`config.mk`:
```
export PLATFORM = sky130hd
export DESIGN_NAME = cache_fill_fsm
export DESIGN_NICKNAME = d
export VERILOG_FILES = /design/src/rtl/cache_fill_fsm.sv
export SDC_FILE = /design/constraint.sdc
export NUM_CORES = 1
export LEC_CHECK = 0
export BUFFER_PORTS_ARGS = -buffer_cell sky130_fd_sc_hd__buf_2
export CAP_MARGIN = 20
export CORE_AREA = 8 8 60 62
export DETAILED_ROUTE_END_ITERATION = 6
export DIE_AREA = 0 0 68 70
export PLACE_DENSITY = 0.8
export SYNTH_ARGS = -nofsm -noshare
export SYNTH_HDL_FRONTEND = slang
export SYNTH_SLANG_ARGS = --single-unit
```
`constraint.sdc`:
```
create_clock -name clk -period 5.15 [get_ports clk]
set_input_delay 1.03 -clock clk [delete_from_list [all_inputs] [get_ports clk]]
set_output_delay 1.03 -clock clk [all_outputs]
set_load 0.1 [all_outputs]
```
`src/rtl/cache_fill_fsm.sv`:
```
// Miss responder: fetches the block containing a missed address from pipelined main memory,
// writes each returned word into the cache data array, then writes the tag.
module cache_fill_fsm #(
    parameter int unsigned WORDS_PER_BLOCK = 8,
    parameter int unsigned ADDR_W          = 16
) (
    input  logic                               clk,
    input  logic                               rst,
    input  logic                               miss_detected,
    input  logic [ADDR_W-1:0]                  miss_address,
    output logic                               fsm_busy,
    output logic                               mem_en,
    output logic [ADDR_W-1:0]                  memory_address,
    input  logic                               memory_data_valid,
    input  logic [15:0]                        memory_data,
    output logic                               write_data_array,
    output logic [$clog2(WORDS_PER_BLOCK)-1:0] fill_word,
    output logic [15:0]                        fill_data,
    output logic                               write_tag_array
);

    localparam int unsigned CntW = $clog2(WORDS_PER_BLOCK);
    localparam logic [CntW-1:0] LastIdx = CntW'(WORDS_PER_BLOCK - 1);
    // Byte offset bits within a block (two bytes per word).
    localparam logic [ADDR_W-1:0] OffMask = ADDR_W'(2 * WORDS_PER_BLOCK - 1);

    typedef enum logic [1:0] {
        StIdle,
        StIssue,
        StWait
    } state_e;

    state_e            state_q, state_d;
    logic [ADDR_W-1:0] base_q, base_d;
    logic [CntW-1:0]   issue_cnt_q, issue_cnt_d;
    logic [CntW-1:0]   recv_cnt_q, recv_cnt_d;
    logic              recv_fire;

    // Returns are only meaningful while a fill is outstanding.
    assign recv_fire = memory_data_valid && (state_q != StIdle);

    always_comb begin
        state_d          = state_q;
        base_d           = base_q;
        issue_cnt_d      = issue_cnt_q;
        recv_cnt_d       = recv_cnt_q;
        fsm_busy         = 1'b0;
        mem_en           = 1'b0;
        memory_address   = '0;
        write_data_array = 1'b0;
        fill_word        = '0;
        fill_data        = '0;
        write_tag_array  = 1'b0;

        case (state_q)
            StIdle: begin
                fsm_busy = miss_detected;
                if (miss_detected) begin
                    base_d  = miss_address & ~OffMask;
                    state_d = StIssue;
                end
            end
            StIssue: begin
                fsm_busy       = 1'b1;
                mem_en         = 1'b1;
                memory_address = base_q + ADDR_W'({issue_cnt_q, 1'b0});
                issue_cnt_d    = issue_cnt_q + CntW'(1);
                if (issue_cnt_q == LastIdx) begin
                    issue_cnt_d = '0;
                    state_d     = StWait;
                end
            end
            StWait: begin
                fsm_busy = 1'b1;
            end
            default: begin
                state_d = StIdle;
            end
        endcase

        if (recv_fire) begin
            write_data_array = 1'b1;
            fill_word        = recv_cnt_q;
            fill_data        = memory_data;
            recv_cnt_d       = recv_cnt_q + CntW'(1);
            if (recv_cnt_q == LastIdx) begin
                write_tag_array = 1'b1;
                recv_cnt_d      = '0;
                issue_cnt_d     = '0;
                state_d         = StIdle;
            end
        end

        // Reset silences every output in the same cycle, not just from the next edge.
        if (rst) begin
            fsm_busy         = 1'b0;
            mem_en           = 1'b0;
            memory_address   = '0;
            write_data_array = 1'b0;
            fill_word        = '0;
            fill_data        = '0;
            write_tag_array  = 1'b0;
        end
    end

    always_ff @(posedge clk) begin
        if (rst) begin
            state_q     <= StIdle;
            base_q      <= '0;
            issue_cnt_q <= '0;
            recv_cnt_q  <= '0;
        end else begin
            state_q     <= state_d;
            base_q      <= base_d;
            issue_cnt_q <= issue_cnt_d;
            recv_cnt_q  <= recv_cnt_d;
        end
    end

endmodule

```
==> reports/results.txt <==
outcome: complete, no violations
CTS tree: built
CP Max Fanout: 21
Clock Skews: 2.784 ps
Die H: 70 um
total clock sinks: 20
layout cells sized above 1: 0.3561
WL/cell: 12.08 um
Reg clk slew, reported paths: 110 ps
worst r2r dst: issue_cnt_q[0]$_SDFF_PP0_
final setup fails: 0
Final Total Pwr: 0.4021 mW
Top Ports: 75
CP max-delay cell: and2b_1
min-delay src: base_q[14]$_SDFFE_PP0P_
LEAKAGE: 0.8263 nW
initial antenna violation count: 0
RR Startpoint: state_q[0]$_SDFF_PP0_
post-CTS sizing: 0
initial drt markers: 31
clk_lat worst skew: 300 ps
post-detail-place hpwl: 2.353 mm
Setup Buffers After CTS: 0
# rows: 19
Starting Density: 0.4178
CP delay by family, top: simple AND/OR/NAND/NOR gates
fin crit period: 3627 ps
Worst R2R Setup Slack: 3520 ps
Clock Tree Buf Depth: 2
CTS Buf Count: 3
Via density: 4.729
area occupied by multi-input gates: 649.4 um2
setup_tns: 0 ps
crit end category: output pin
Yosys cell types: 23
Peak VDD IR: 0.0001941 V
post-synthesis simple-gate area fraction: 0.3600
die footprint: 0.004760 mm2
CP Buf/Inv Count: 2
hold buffer count at CTS: 0
Hold Crit Depth: 2
total number of yosys warnings: 0
CP peak stage delay: 460 ps
Layout Utilization: 0.5625
RSZ-0062 raised after global routing: no
drc violations: 0
ant diodes: 0
GR Util All Layers: 0.1129
port bufs: 69
Seq cells post-synth: 20
register area: 400.4 um2
fillers: 283
period utilisation layout: 0.7043
largest net degree at the start of global routing: 22
Worst R2R Path Depth: 5
Final ANT Viol Nets: 0
worst-path cell chain: buf_2 > nor2b_1 > and2b_1 > and2_1 > buf_2
vias in the first global route: 1091
first-pass GRT wire length: 4.491 mm
Worst EP arrival: 2600 ps
PwrDens: 268.4 mW/mm2
GRT overflow: 0
Hold Vio Cnt, Final: 0
critical path type: in2out
Final #Nets: 250
Seq/Total Area, Yosys: 0.3600
end of the worst hold path: base_q[14]$_SDFFE_PP0P_
largest family of logic cells by synthesized area: simple AND/OR/NAND/NOR gates
H-tree Lvls: 1
Max-slew headroom: 0.4992
XOR/XNOR share of the synthesized area: 0.007874
Syn Std Cell Area: 0.001112 mm2
Syn Nets: 185
post-synthesis mux area share: 0.03600
CTS root buffer: clkbuf_4
fmax: 275.7 MHz
WP data required: 4120 ps
die width: 68 um
Pre-antenna DRT Iters: 4
post-synthesis cell count: 141
Synth Area in Adders: 0.08999
top cells by area, synth: dfxtp_1 36%, and2_1 20%, ha_1 9.0%
Yosys top cell by area: dfxtp_1
area of the core: 0.002663 mm2
area delta synth->final: 34.65%
max cap viols: 0
share of the synthesized area in the top cell type: 0.3600
vias: 1116
post-synthesis compound-gate area fraction: 0.08661
Worst setup SP type: input port
worst min-delay path category: reg2reg
RD Place Congestion: 0.8270
Post-Syn Area per Cell: 7.889 um2
CP most frequent cell: buf_2
Worst Tran Pin Value: 748.5 ps
WL final: 2.852 mm
Final Slew Violations: 0
## power breakdown
| part | switching (mW) | internal (mW) | total (mW) |
|---|---|---|---|
| Combinational | 0.0778 | 0.0272 | 0.105 |
| Sequential | 0.00511 | 0.164 | 0.169 |
| Clock | 0.0495 | 0.0786 | 0.128 |
| Total | 0.132 | 0.270 | 0.402 |
## state kept, by name, summed over array words and instances, names as in the netlist
| name | cells |
|---|---|
| base_q | 12 |
| issue_cnt_q | 3 |
| recv_cnt_q | 3 |
| state_q | 2 |
## cell families after synthesis
logic type	Yosys count
simple gates	78
buf+inv	12
xor+xnor	1
compound gates	17
mux	4
flops	20
other cells	1
fa+ha+maj	8
## how the worst max path moves through the flow
stage / from / to / slack [ps] / cells past startpoint
global route: state_q[0]$_SDFF_PP0_ / fill_data[10] / 1260 / 6
CTS: state_q[0]$_SDFF_PP0_ / fill_data[13] / 1500 / 6
finish: memory_data_valid / fill_data[13] / 1520 / 5
detailed placement: memory_data_valid / fill_data[13] / 1510 / 5
floorplan: miss_detected / fsm_busy / 860 / 3
global placement: memory_data_valid / fill_data[13] / 1530 / 5
## layout by cell type (no fill, tap or decap), types with 3 or more instances in the layout
master	synthesis	layout
clkbuf_4	0	3
nor2_1	8	8
mux2i_1	4	4
nor3_1	5	5
and2_1	36	36
ha_1	8	8
a21oi_1	13	13
inv_1	3	3
dfxtp_1	20	20
nand2_1	25	25
nor2b_1	3	3
buf_2	4	69
## worst register-to-register path: cells and delay by family (launching register included)
kind / cells / cell delay [ps]
adder cells (fa/ha/maj): 1 / 270
AO/OA/AOI/OAI: 1 / 270
buffers and inverters: 1 / 80
AND/OR/NAND/NOR: 2 / 500
flip-flops: 1 / 410
## layout make-up
type,count,share of cell area
Clock buffer,3,0.01504
Clock inverter,1,0.02005
Inverter,3,0.007519
Multi-Input combinational cell,109,0.4336
Sequential cell,20,0.2673
Tap cell,31,0.02590
Timing Repair Buffer,69,0.2306
## through the flow
| step | hold slack, ps | setup slack (ps) | cells | area (um2) |
|---|---|---|---|---|
| final | 456.3 | 1523 | 236 | 1498 |
| after global routing | 473.6 | 1260 | 236 | 1498 |
| after CTS | 459.7 | 1502 | 236 | 1498 |
| after detailed placement | 442.5 | 1515 | 232 | 1445 |
| after global placement | 437.9 | 1529 | 232 | 1445 |
| after floorplan | 431.7 | 863.8 | 141 | 1112 |
## Yosys cell counts
library cell  number
buf_6              1
nor2b_1            3
mux2i_1            4
a21o_1             1
ha_1               8
nor2_1             8
conb_1             1
xnor2_1            1
and2_1            36
buf_1              1
a211oi_1           1
buf_4              1
clkbuf_2           1
inv_1              3
a211o_1            1
nor3_1             5
nand2_1           25
a22oi_1            1
a21oi_1           13
clkbuf_1           1
dfxtp_1           20
and2b_1            1
buf_2              4
## metal layers
| layer | wire [um] | track usage | vias up |
|---|---|---|---|
| met1 | 1023 | 0.1105 | 481 |
| met2 | 1197 | 0.1952 | 57 |
| met5 | 0 | 0 | - |
| met4 | 4 | 0.02733 | 0 |
| li1 | - | - | 576 |
| met3 | 627 | 0.06539 | 2 |
Note: power is estimated with default switching activity, not from simulation.
